[config.mk]
export PLATFORM = sky130hd
export DESIGN_NAME = bellek_hakemi
export DESIGN_NICKNAME = d
export VERILOG_FILES = /design/src/rtl/bellek_hakemi.sv
export SDC_FILE = /design/constraint.sdc
export NUM_CORES = 1
export LEC_CHECK = 0
export ABC_AREA = 1
export ABC_CLOCK_PERIOD_IN_PS = 2100
export CAP_MARGIN = 20
export CORE_ASPECT_RATIO = 1.4
export CORE_MARGIN = 10
export CORE_UTILIZATION = 37
export CTS_BUF_LIST = sky130_fd_sc_hd__clkbuf_8
export CTS_CLUSTER_DIAMETER = 40
export DETAILED_ROUTE_END_ITERATION = 8
export PLACE_DENSITY = 0.9
export SLEW_MARGIN = 10
export SYNTH_ARGS = -nofsm -noshare
export SYNTH_HDL_FRONTEND = slang
export SYNTH_SLANG_ARGS = --single-unit
[constraint.sdc]
create_clock -name clk -period 2.1 [get_ports clk]
set_clock_uncertainty 0.2 [all_clocks]
set_input_delay 0.21 -clock clk [delete_from_list [all_inputs] [get_ports clk]]
set_output_delay 0.21 -clock clk [all_outputs]
set_load 0.02 [all_outputs]
[src/rtl/bellek_hakemi.sv]
// Single-port memory arbiter: shares one synchronous-read word memory between
// an instruction-fetch port and a load/store data port, data first, fetch never starved.
module bellek_hakemi #(
  parameter int ADRES_BIT    = 7,
  parameter int ACLIK_SINIRI = 3
) (
  input  logic                 clk,
  input  logic                 rst,
  input  logic                 g_istek,
  input  logic [31:0]          g_adres,
  output logic                 g_hazir,
  output logic                 g_gecerli,
  output logic [31:0]          g_veri,
  input  logic                 v_istek,
  input  logic                 v_yaz,
  input  logic [31:0]          v_adres,
  input  logic [31:0]          v_yaz_veri,
  output logic                 v_hazir,
  output logic                 v_gecerli,
  output logic [31:0]          v_veri,
  output logic                 b_en,
  output logic                 b_yaz,
  output logic [ADRES_BIT-1:0] b_adres,
  output logic [31:0]          b_yaz_veri,
  input  logic [31:0]          b_okunan
);

  localparam int AW = $clog2(ACLIK_SINIRI + 1);
  localparam logic [AW-1:0] SINIR = AW'(ACLIK_SINIRI);

  typedef enum logic [1:0] {BOS, GETIR, VERI_OKU, VERI_YAZ} sahip_t;

  sahip_t          sahip_q, sahip_d;
  logic [AW-1:0]   aclik_q, aclik_d;
  logic [31:0]     g_veri_q, g_veri_d;
  logic [31:0]     v_veri_q, v_veri_d;
  logic            g_izin, v_izin, aclik_dolu;

  // Byte-offset and upper address bits are intentionally dropped.
  logic unused_adres_bitleri;
  assign unused_adres_bitleri = ^{g_adres[31:ADRES_BIT+2], g_adres[1:0],
                                  v_adres[31:ADRES_BIT+2], v_adres[1:0]};

  always_comb begin
    g_izin     = 1'b0;
    v_izin     = 1'b0;
    aclik_dolu = (aclik_q == SINIR);
    if (!rst) begin
      if (v_istek && !(g_istek && aclik_dolu)) begin
        v_izin = 1'b1;
      end else if (g_istek) begin
        g_izin = 1'b1;
      end
    end
  end

  always_comb begin
    b_en       = g_izin | v_izin;
    b_yaz      = v_izin & v_yaz;
    b_adres    = '0;
    b_yaz_veri = '0;
    if (v_izin) begin
      b_adres    = v_adres[ADRES_BIT+1:2];
      b_yaz_veri = v_yaz_veri;
    end else if (g_izin) begin
      b_adres    = g_adres[ADRES_BIT+1:2];
    end
  end

  assign g_hazir = g_izin;
  assign v_hazir = v_izin;

  // Starvation counter only runs while fetch is asking and being refused.
  always_comb begin
    aclik_d = '0;
    if (g_istek && !g_izin) begin
      aclik_d = aclik_dolu ? aclik_q : aclik_q + AW'(1);
    end
  end

  always_comb begin
    sahip_d = BOS;
    if (v_izin) begin
      sahip_d = v_yaz ? VERI_YAZ : VERI_OKU;
    end else if (g_izin) begin
      sahip_d = GETIR;
    end
  end

  // A response falling into a reset cycle is dropped and the held data stays put.
  always_comb begin
    g_gecerli = !rst && (sahip_q == GETIR);
    v_gecerli = !rst && ((sahip_q == VERI_OKU) || (sahip_q == VERI_YAZ));
    g_veri_d  = g_veri_q;
    v_veri_d  = v_veri_q;
    if (g_gecerli) begin
      g_veri_d = b_okunan;
    end
    if (!rst && (sahip_q == VERI_OKU)) begin
      v_veri_d = b_okunan;
    end
    g_veri = g_veri_d;
    v_veri = v_veri_d;
  end

  always_ff @(posedge clk) begin
    if (rst) begin
      sahip_q  <= BOS;
      aclik_q  <= '0;
      g_veri_q <= '0;
      v_veri_q <= '0;
    end else begin
      sahip_q  <= sahip_d;
      aclik_q  <= aclik_d;
      g_veri_q <= g_veri_d;
      v_veri_q <= v_veri_d;
    end
  end

endmodule

==> results.md <==
* Result of the run: finished, final reports clean
* Total GRT Usage at 18.0%
* Avg Cell Area, Syn at 5.75 µm²
* Clock transition at the registers of the reported paths at 0.07 ns
* Tightest Hold Check Type: in2reg
* CP max FO at 11
* Placed inst area at 5780 µm²
* CP Class: reg2out
* Final Cycle Share at 97.1%
* Netlist Area Pre-Place at 3620 µm²
* Maximum clock rate at 491 MHz
* Initial antenna violation count at 1
* Buffers on Ports at 191
* Synth cell types at 18
* Vias in the first global route at 4,143
* Initial Util at 38.0%
* CP delay by family, top: buffers and inverters
* 1st-iter DRT viols at 246
* Post-route insts no fill at 964
* WHS Path Cells at 3
* Slew headroom at 70.0%
* Vias post-DR at 4,193
* Worst IR drop on VDD at 0.000393 V
* Row count at 42
* HP Start: rst
* I/O pins at 242
* Final setup violating endpoints at 0
* Chip width at 104 µm
* Final ANT Viol Nets at 0
* Period minus WS final at 2.04 ns
* WL/cell at 13.5 µm
* Async SR Flop Fraction at 0%
* Clock latency on the worst-skew pair at 0.35 ns
* Static leakage power at 3.56 nW
* Dpl cells at 946
* FF-to-FF path depth at 5
* Worst EP arrival at 1.63 ns
* Total gr overflow at 0
* DP Wirelength at 10,600 µm
* Clk buf depth at 2
* Critical Path RT at 1.69 ns
* Chip Height at 137 µm
* Cts bufs inserted at 9
* Top FF cell, synth: dfxtp_1
* Reg-to-Reg Start: aclik_q[1]
* Endpoint class of the critical path: output pin
* Fin nets at 960
* Clock tree from TritonCTS: done
* M1 WL at 4560 µm
* Final WL at 13,000 µm
* Most frequent cells in the layout: inv_1 (197), nand2_1 (153), nor2_1 (94), clkdlybuf4s50_1 (82), dfxtp_1 (66)
* RSZ-0062 raised after global routing: true
* Fin. max-slew vios at 0
* Drt pass-1 iters at 5
* Root buf cell: clkbuf_8
* Placer Congestion at 0.855
* Hold EP: v_veri_q[29]
* Register area share after synthesis at 37.6%
* First-pass GRT wire length at 20,500 µm
* WL met2 at 6650 µm
* Pin count of the biggest net entering global routing at 45
* Htree depth at 3
* Number of max-cap violations at 0
* Worst stage delay on the critical path at 0.37 ns
* Net Count, Synth at 763
* Area grow syn2layout at 59.1%
* Synth Register Bits at 68
* Reg2Reg Capture Point: sahip_q[1]
* Vias per cell at 4.35
* Worst Setup SP: sahip_q[0]
* Core Box Area at 9510 µm²
* Post-synth EDFFs at 0
* Clock Sinks at 68
* WP buf/inv at 4
* Mapped Cells at 629
* Slowest CP cell: dfxtp_4
* Internal reg-to-reg setup slack at 0.52 ns
* DR WL met3 at 1300 µm
* CP Launch Type: register
* Fin. Hold Viols at 0
* Least-Margin Pin Slew at 0.449 ns
* Design area at 5760 µm²
* Most common cell after layout, fill and taps aside: inv_1
* Total power per unit cell area at 624 nW/µm²
* # DRC at 0
* Post-CTS setup buffer count at 0
* Synth warn at 0
* Fraction of layout cells with a size suffix above 1 at 17.4%
* DIE AREA at 14,200 µm²
* Uppermost routed layer: met4
* CP Cell Sequence: inv_1, nand3_2, buf_4, nand2_1, nand2_1, inv_1, dlygate4sd2_1
## stage by stage
stage	utilization (%)	setup TNS (ns)	hold WS, ns	setup WS [ns]	power [mW]
CTS	61.0	-0.0117	0.210	-0.00479	3.63
global route	60.5	-0.902	0.235	-0.0533	3.77
detailed placement	60.7	-6.87	0.313	-0.208	2.47
floorplan	-	0	0.131	0.187	1.91
finish	60.5	0	0.220	0.0619	3.59
global placement	60.7	-5.81	0.271	-0.172	2.45
## how the worst max path moves through the flow
| stage | endpoint | depth (start not counted) |
|---|---|---|
| global placement | b_adres[1] | 8 |
| finish | v_veri[7] | 7 |
| detailed placement | b_yaz_veri[25] | 8 |
| floorplan | b_yaz_veri[11] | 7 |
| CTS | g_veri[30] | 7 |
| global route | b_yaz_veri[11] | 8 |
## Yosys cell counts (2+ instances only)
cell	number	area share, %
nor2_4	2	0.62
inv_1	197	20
dfxtp_1	68	38
nand2_1	154	16
clkbuf_1	10	1.0
nand3_1	65	9.0
buf_2	18	2.5
inv_2	3	0.31
nor2_1	102	11
nand2_2	2	0.35
## report_power, final
part	leakage (nW)	internal, mW	switching [mW]
Clock	0.112	0.735	0.515
Combinational	2.89	0.404	0.565
Sequential	0.556	1.35	0.0202
## timing repair
item	in CTS	in global routing
endpoints found under the setup margin	107	102
pin swaps	0	0
hold buffers	1	0
hold endpoints to repair	1	0
gates resized for setup	242	135
gates cloned	0	0
## per-layer routing
layer  track usage (%)  up-vias
met3              7.58       30
met1              16.8     1845
met2              33.1      187
met5                 0        -
met4              9.36        0
li1                  -     2131
## layout make-up
type                            instances  area [µm²]
Clock inverter                          5        83.8
Multi-Input combinational cell        330        1390
Timing Repair Buffer                  216        1840
Inverter                              201         756
Fill cell                             878        3750
Clock buffer                           11         151
Sequential cell                        68        1370
Antenna cell                            1        2.50
Tap cell                              132         165
## kinds of logic (layout without fill, tap and decap cells)
kind of cell	count (synthesis)	count (layout)	synth area share, %
simple gates	327	327	37.0
buf+inv	231	433	24.7
flops	68	68	37.6
fa+ha+maj	1	1	0.346
compound gates	1	1	0.138
xor+xnor	1	1	0.242
other cells	0	1	0
## registers in the layout, indices dropped and copies added (netlist names)
| register | flops |
|---|---|
| aclik_q | 2 |
| v_veri_q | 32 |
| g_veri_q | 32 |
| sahip_q | 2 |
## tightest hold or removal path: cells and delay by family
kind | cells | cell delay [ns]
simple gates | 1 | 0.11
buf+inv | 2 | 0.42
No activity file was read; power rests on OpenSTA's default activity.
